**config.mk**
```make
export PLATFORM = sky130hd
export DESIGN_NAME = popcount_stream
export DESIGN_NICKNAME = d
export VERILOG_FILES = /design/src/rtl/popcount_pkg.sv /design/src/rtl/popcount_chunk.sv /design/src/rtl/popcount_stream.sv
export SDC_FILE = /design/constraint.sdc
export NUM_CORES = 1
export LEC_CHECK = 0
export BUFFER_PORTS_ARGS = -buffer_cell sky130_fd_sc_hd__buf_2
export CORE_MARGIN = 2
export CORE_UTILIZATION = 46
export CTS_CLUSTER_SIZE = 30
export DETAILED_ROUTE_END_ITERATION = 8
export GPL_ROUTABILITY_DRIVEN = 0
export PLACE_DENSITY = 0.73
export SLEW_MARGIN = 20
export SYNTH_ARGS = -nofsm -noshare
export SYNTH_HDL_FRONTEND = slang
export SYNTH_HIERARCHICAL = 1
export SYNTH_SLANG_ARGS = --single-unit
```
**constraint.sdc**
```tcl
create_clock -name clk -period 10.7 [get_ports clk]
set_clock_uncertainty 0.2 [all_clocks]
set_input_delay 0.535 -clock clk [delete_from_list [all_inputs] [get_ports clk]]
set_output_delay 0.535 -clock clk [all_outputs]
set_load 0.01 [all_outputs]
```
**src/rtl/popcount_pkg.sv**
```systemverilog
// -----------------------------------------------------------------------------
// popcount_pkg
// Shared definitions for the popcount_stream block:
//   - mode_e           : per-beat counting mode (count ones / count zeros)
//   - DEFAULT_*        : default parameter values used by the block and its
//                        sub-module
//   - beat_cnt_width() : width needed to hold the bit count of one beat
//   - chunk_cnt_width(): width needed to hold the bit count of one chunk
// -----------------------------------------------------------------------------
package popcount_pkg;

  typedef enum logic {
    MODE_ONES  = 1'b0,
    MODE_ZEROS = 1'b1
  } mode_e;

  localparam int DEFAULT_DATA_WIDTH  = 32;
  localparam int DEFAULT_CHUNK_WIDTH = 8;
  localparam int DEFAULT_ACC_WIDTH   = 16;

  // A beat of W bits can contain anywhere from 0 to W set bits, so W itself
  // must be representable: $clog2(W)+1 bits.
  function automatic int beat_cnt_width(input int data_width);
    return $clog2(data_width) + 1;
  endfunction

  // Same reasoning for a chunk: values 0..W need $clog2(W+1) bits.
  function automatic int chunk_cnt_width(input int chunk_width);
    return $clog2(chunk_width + 1);
  endfunction

endpackage : popcount_pkg

```
**src/rtl/popcount_chunk.sv**
```systemverilog
// -----------------------------------------------------------------------------
// popcount_chunk
// Purely combinational count of set bits in one CHUNK_WIDTH-bit slice.
//
// Parameters:
//   CHUNK_WIDTH : width of the slice being counted
//   CNT_WIDTH   : width of the count output (defaults to the minimum needed)
//
// Ports:
//   data_i  in  CHUNK_WIDTH  slice to count
//   count_o out CNT_WIDTH    number of '1' bits in data_i
// -----------------------------------------------------------------------------
module popcount_chunk
  import popcount_pkg::*;
#(
  parameter int CHUNK_WIDTH = DEFAULT_CHUNK_WIDTH,
  parameter int CNT_WIDTH   = chunk_cnt_width(CHUNK_WIDTH)
) (
  input  logic [CHUNK_WIDTH-1:0] data_i,
  output logic [CNT_WIDTH-1:0]   count_o
);

  always_comb begin
    // NOTE: the output gets a default before the loop so that every path
    // assigns it; without that, synthesis would infer a latch.
    count_o = '0;
    for (int i = 0; i < CHUNK_WIDTH; i++) begin
      count_o = count_o + CNT_WIDTH'(data_i[i]);
    end
  end

endmodule : popcount_chunk

```
**src/rtl/popcount_stream.sv**
```systemverilog
// -----------------------------------------------------------------------------
// popcount_stream
// Streams packets of DATA_WIDTH-bit beats and produces, per packet, the total
// number of ones (in_mode=0) or zeros (in_mode=1) across all beats. The mode
// is sampled per beat, so a packet may mix modes.
//
// Pipeline:
//   stage 1 : per-chunk counts (one popcount_chunk per chunk), valid, last
//   stage 2 : chunk counts summed into a beat count and added to the packet
//             accumulator; the first beat of a packet ignores the old value
//   output  : result register loaded when stage 2 holds a last beat
// A last beat accepted at edge T shows up on out_valid after edge T+2.
// A pending, unconsumed result stalls the entire pipeline.
//
// Configuration macro:
//   POPCOUNT_SAT_EN : defined   -> accumulator clamps at 2^ACC_WIDTH-1 and
//                                  out_sat flags the packet (sticky to end)
//                     undefined -> accumulator wraps, out_sat tied to 0
//
// Parameters:
//   DATA_WIDTH  : beat width (multiple of CHUNK_WIDTH)
//   CHUNK_WIDTH : stage-1 chunk width
//   ACC_WIDTH   : packet count width (>= $clog2(DATA_WIDTH)+1)
//
// Ports:
//   clk        in  1           rising-edge clock
//   rst_n      in  1           asynchronous active-low reset
//   in_valid   in  1           beat offered
//   in_ready   out 1           beat accepted when in_valid & in_ready
//   in_data    in  DATA_WIDTH  beat payload
//   in_last    in  1           final beat of packet
//   in_mode    in  1           0 = count ones, 1 = count zeros
//   out_valid  out 1           packet result available
//   out_ready  in  1           result consumed when out_valid & out_ready
//   out_count  out ACC_WIDTH   packet bit count
//   out_sat    out 1           packet count saturated
// -----------------------------------------------------------------------------
module popcount_stream
  import popcount_pkg::*;
#(
  parameter int DATA_WIDTH  = DEFAULT_DATA_WIDTH,
  parameter int CHUNK_WIDTH = DEFAULT_CHUNK_WIDTH,
  parameter int ACC_WIDTH   = DEFAULT_ACC_WIDTH
) (
  input  logic                  clk,
  input  logic                  rst_n,
  input  logic                  in_valid,
  output logic                  in_ready,
  input  logic [DATA_WIDTH-1:0] in_data,
  input  logic                  in_last,
  input  logic                  in_mode,
  output logic                  out_valid,
  input  logic                  out_ready,
  output logic [ACC_WIDTH-1:0]  out_count,
  output logic                  out_sat
);

  localparam int NUM_CHUNKS      = DATA_WIDTH / CHUNK_WIDTH;
  localparam int CHUNK_CNT_WIDTH = chunk_cnt_width(CHUNK_WIDTH);
  localparam int BEAT_CNT_WIDTH  = beat_cnt_width(DATA_WIDTH);

  // ---------------------------------------------------------------------------
  // Flow control
  // ---------------------------------------------------------------------------
  logic stall;
  logic out_valid_q;

  // A result that is offered but not taken freezes every stage; otherwise the
  // output register would be overwritten by the next packet.
  assign stall    = out_valid_q & ~out_ready;
  assign in_ready = ~stall;

  // ---------------------------------------------------------------------------
  // Stage 1: per-chunk counts
  // ---------------------------------------------------------------------------
  mode_e                      mode;
  logic [CHUNK_CNT_WIDTH-1:0] chunk_ones  [NUM_CHUNKS];
  logic [CHUNK_CNT_WIDTH-1:0] chunk_cnt_d [NUM_CHUNKS];
  logic [CHUNK_CNT_WIDTH-1:0] s1_cnt_q    [NUM_CHUNKS];
  logic                       s1_valid_q;
  logic                       s1_last_q;

  assign mode = mode_e'(in_mode);

  for (genvar c = 0; c < NUM_CHUNKS; c++) begin : g_chunk
    popcount_chunk #(
      .CHUNK_WIDTH (CHUNK_WIDTH),
      .CNT_WIDTH   (CHUNK_CNT_WIDTH)
    ) u_chunk (
      .data_i  (in_data[c*CHUNK_WIDTH +: CHUNK_WIDTH]),
      .count_o (chunk_ones[c])
    );
  end

  // Zeros in a chunk are simply the chunk width minus its ones, so a single
  // ones-counter serves both modes.
  always_comb begin
    for (int c = 0; c < NUM_CHUNKS; c++) begin
      chunk_cnt_d[c] = chunk_ones[c];
      if (mode == MODE_ZEROS) begin
        chunk_cnt_d[c] = CHUNK_CNT_WIDTH'(CHUNK_WIDTH) - chunk_ones[c];
      end
    end
  end

  always_ff @(posedge clk or negedge rst_n) begin
    if (!rst_n) begin
      // NOTE: state registers use non-blocking assignments so that every
      // flop samples the values from before the clock edge.
      s1_valid_q <= 1'b0;
      s1_last_q  <= 1'b0;
      for (int c = 0; c < NUM_CHUNKS; c++) begin
        s1_cnt_q[c] <= '0;
      end
    end else if (!stall) begin
      s1_valid_q <= in_valid;
      // Payload is only captured for a real beat, so idle-cycle data never
      // moves through the pipe.
      if (in_valid) begin
        s1_last_q <= in_last;
        for (int c = 0; c < NUM_CHUNKS; c++) begin
          s1_cnt_q[c] <= chunk_cnt_d[c];
        end
      end
    end
  end

  // ---------------------------------------------------------------------------
  // Stage 2: beat sum and packet accumulator
  // ---------------------------------------------------------------------------
  logic [BEAT_CNT_WIDTH-1:0] beat_cnt;
  logic [ACC_WIDTH-1:0]      acc_base;
  logic [ACC_WIDTH-1:0]      acc_d;
  logic [ACC_WIDTH-1:0]      acc_q;
  logic                      pkt_start_q;
  logic                      s2_valid_q;
  logic                      s2_last_q;
`ifdef POPCOUNT_SAT_EN
  logic [ACC_WIDTH:0]        acc_sum_wide;
  logic                      sat_d;
  logic                      sat_q;
`endif

  always_comb begin
    beat_cnt = '0;
    for (int c = 0; c < NUM_CHUNKS; c++) begin
      beat_cnt = beat_cnt + BEAT_CNT_WIDTH'(s1_cnt_q[c]);
    end

    // acc_q still holds the previous packet's total after its last beat;
    // pkt_start_q masks it instead of spending a cycle clearing it.
    acc_base = pkt_start_q ? '0 : acc_q;

`ifdef POPCOUNT_SAT_EN
    // One extra bit catches the carry out; once set, the flag stays for the
    // rest of the packet and the value stays pinned at all-ones.
    acc_sum_wide = {1'b0, acc_base} + (ACC_WIDTH+1)'(beat_cnt);
    sat_d        = (!pkt_start_q && sat_q) || acc_sum_wide[ACC_WIDTH];
    acc_d        = sat_d ? '1 : acc_sum_wide[ACC_WIDTH-1:0];
`else
    acc_d = acc_base + ACC_WIDTH'(beat_cnt);
`endif
  end

  always_ff @(posedge clk or negedge rst_n) begin
    if (!rst_n) begin
      s2_valid_q  <= 1'b0;
      s2_last_q   <= 1'b0;
      acc_q       <= '0;
      pkt_start_q <= 1'b1;
`ifdef POPCOUNT_SAT_EN
      sat_q       <= 1'b0;
`endif
    end else if (!stall) begin
      s2_valid_q <= s1_valid_q;
      if (s1_valid_q) begin
        s2_last_q   <= s1_last_q;
        acc_q       <= acc_d;
        pkt_start_q <= s1_last_q;
`ifdef POPCOUNT_SAT_EN
        sat_q       <= sat_d;
`endif
      end
    end
  end

  // ---------------------------------------------------------------------------
  // Output register
  // ---------------------------------------------------------------------------
  logic                 result_load;
  logic [ACC_WIDTH-1:0] out_count_q;

  assign result_load = s2_valid_q & s2_last_q;

  // When not stalled, either nothing is pending or the pending result is
  // being consumed this cycle, so out_valid can drop and rise again with the
  // next packet in the same cycle.
  always_ff @(posedge clk or negedge rst_n) begin
    if (!rst_n) begin
      out_valid_q <= 1'b0;
      out_count_q <= '0;
    end else if (!stall) begin
      out_valid_q <= result_load;
      if (result_load) begin
        out_count_q <= acc_q;
      end
    end
  end

`ifdef POPCOUNT_SAT_EN
  logic out_sat_q;

  always_ff @(posedge clk or negedge rst_n) begin
    if (!rst_n) begin
      out_sat_q <= 1'b0;
    end else if (!stall && result_load) begin
      out_sat_q <= sat_q;
    end
  end

  assign out_sat = out_sat_q;
`else
  assign out_sat = 1'b0;
`endif

  assign out_valid = out_valid_q;
  assign out_count = out_count_q;

endmodule : popcount_stream

```
==> impl_metrics.yaml <==
routing:
  routed_wl_mm: 6.38
  drtIter0Drc: 57
  via_per_inst: 4.83
  route.antenna.remaining_nets: 0
  wl_per_cell_um: 11.6
  drc: 0
  vias: 2665
  drt-pass1-iter-count: 4
yosys:
  synth_top_area_cell: "dfrtp_1"
  synth_top_area_share_pct: 34.5
  synth.avg_cell_area_um2: 9.82
  async_flop_share_pct: 100
  ys.flop_type: "dfrtp_1"
  netlist-cell-type-count: 47
  synth_cells: 392
  syn_nets: 484
  synth_area_mm2: 0.00385
  yosysWarnings: 6
  netlist_top_cells_area: "dfrtp_1 34%, fa_1 14%, inv_1 9.2%"
  synth_common_cells: "94 x inv_1, 53 x dfrtp_1, 36 x nand2_1, 27 x fa_1, 27 x ha_1"
  ys_ff_latch: 54
  yosysMostFrequentCell: "inv_1"
  synth_edf_count: 0
  ys_seq_area_share_pct: 35.1
clock_network:
  postCtsSetupBuffers: 0
  cts_tree: "done"
  clock_latency_ns: 0.30
  cts_sinks: 54
  cts_hold_buf: 0
  clockRootBuffer: "clkbuf_8"
  postCtsResizedCells: 0
  cts.clk_slew.worst_paths_ns: 0.10
  cts_max_level: 2
  clockBufferDepth: 2
  cts_buffers: 5
critical_path:
  startpoint_type: "register"
  worstPathRequired_ns: 10.71
  cp_slowest_cell: "fa_1"
  crit_top_cell: "fa_1"
  cp-end-kind: "register"
  critical_path_arrival_ns: 3.94
  critPathKind: "reg -> reg"
  cp_num_buf_inv: 3
  crit_path_max_fanout: 4
  slowest_delay_ns: 0.56
  path_delay_family: "adder cells"
  path_cells: "inv_1 -> fa_1 -> fa_1 -> fa_1 -> inv_1 -> ha_1 -> inv_1 -> fa_1 -> nor2b_1 -> o31a_1 -> o31ai_4 -> or4_1 -> o311ai_1"
finish:
  area_growth_syn_to_layout_pct: 13.3
  finalCoreUtilization_pct: 53.3
  final_nets: 538
  drive_gt1_share_pct: 20.6
  final_cells: 552
  num_antenna_cells: 0
  num-fill-cells: 763
global_route:
  grt_use_total_pct: 15.9
  grt_pass1_vias: 2756
  overflow: 0
  grt_pass1_wl_mm: 11.5
  antenna_found_initial: 0
  grt_max_degree: 55
timing:
  period_share_pct: 36.7
  rsz0062_at_grt: "false"
  setup_ws_ns: 6.77
  hold_viol: 0
  worstMarginPinSlew_ns: 0.887
  slew_headroom_pct: 40.8
  setup_viol: 0
  period_minus_slack_ns: 3.93
  finalSetupTns_ns: 0
  max_freq_ghz: 0.254
  slew_viol_final: 0
die:
  dieArea_mm2: 0.00911
  fp.dieW_um: 95.5
  pin_count: 57
  rows: 33
  die_h_um: 95.5
  initial_core_util_pct: 47.1
  coreArea_mm2: 0.00818
power:
  p_leak_nw: 2.38
  ir_drop_uv: 196
  p_per_area_mw_per_mm2: 314
placement:
  dpl.cell_count: 544
  dp_hpwl_mm: 5.13
  place_ws_ns: 6.77
  io_buffer_count: 55
job:
  cap_violations: 0
outcome:
  status: "finished, final reports clean"
hold_path:
  holdCritPathClass: "in -> async"
-- report_power, final --
group | switching, W | internal [W] | total [W] | leakage, nW
Sequential | 0.0000594 | 0.000288 | 0.000348 | 0.672
Combinational | 0.000474 | 0.000390 | 0.000863 | 1.64
Clock | 0.0000656 | 0.0000937 | 0.000159 | 0.0683
-- logic make-up after synthesis --
family / synth area share [%]
flops: 35.1
buf+inv: 10.7
fa+ha+maj: 22.8
other cells: 0.0974
mux: 7.97
simple gates: 10.7
xor+xnor: 3.41
compound gates: 9.17
-- per-layer routing --
| layer | track usage, % | wire (um) |
|---|---|---|
| met5 | 0 | 0 |
| met4 | 4.17 | 66 |
| met3 | 2.92 | 234 |
| met2 | 29.7 | 3390 |
| met1 | 18.8 | 2690 |
-- final timing paths --
check | slack [ns] | end | depth (start not counted) | from
setup / recovery | 6.77 | acc_q[11] | 13 | s1_cnt_q[1]
setup reg to reg | 6.77 | acc_q[11] | 13 | s1_cnt_q[1]
min in group clk | 0.26 | s1_last_q | 2 | in_last
max in group asynchronous | 9.71 | s1_cnt_q[9] | 2 | rst_n
hold / removal | 0.14 | out_count[7] | 2 | rst_n
hold reg to reg | 0.29 | s2_valid_q | 2 | s2_valid_q
-- worst register-to-register path, stage by stage, from the launching register on --
cell      delay, ns
dfrtp_1        0.35
inv_1          0.06
fa_1           0.56
fa_1           0.45
fa_1           0.49
inv_1          0.07
ha_1           0.18
inv_1          0.06
fa_1           0.40
nor2b_1        0.16
o31a_1         0.26
o31ai_4        0.10
or4_1          0.41
o311ai_1       0.10
-- placed cells by master (no fill, tap or decap), types with 3 or more instances in the layout --
cell type   n
nand2_1    36
buf_4       3
nor2_1     11
mux2_2     21
dfrtp_1    53
nor2b_1    12
xnor2_1    10
nor4b_1     4
clkbuf_8    5
inv_1      94
fa_1       27
nor3_1      3
ha_1       27
nor4_1      3
nand2b_1    3
o21ai_0    16
buf_2      55
a21o_1      4
a21oi_1    12
mux2i_1     7
nand3_1     3
xor2_1      5
-- layout make-up --
cell class	count	area [um^2]	area share [%]
multi-input cells	232	2080	47.8
flip-flops and latches	54	1350	31.0
inverters	95	357	8.18
repair buffers	58	298	6.83
well taps	105	131	3.01
clock buffers	5	68.8	1.58
clock inverters	3	68.8	1.58
-- state kept, by name, summed over array words and instances (netlist names) --
name	count
out_valid	1
acc_q	16
s2_last_q	1
s1_cnt_q	16
s1_valid_q	1
pkt_start_q	1
s1_last_q	1
s2_valid_q	1
out_count	16
-- through the flow --
stage	hold WS (ns)	power [W]	instance area (um^2)
global placement	0.262	0.00120	4220
detailed placement	0.264	0.00123	4220
global route	0.198	0.00154	4360
floorplan	0.0394	0.00104	3850
finish	0.144	0.00137	4360
CTS	0.162	0.00140	4360
Note: power is estimated with default switching activity, not from simulation.
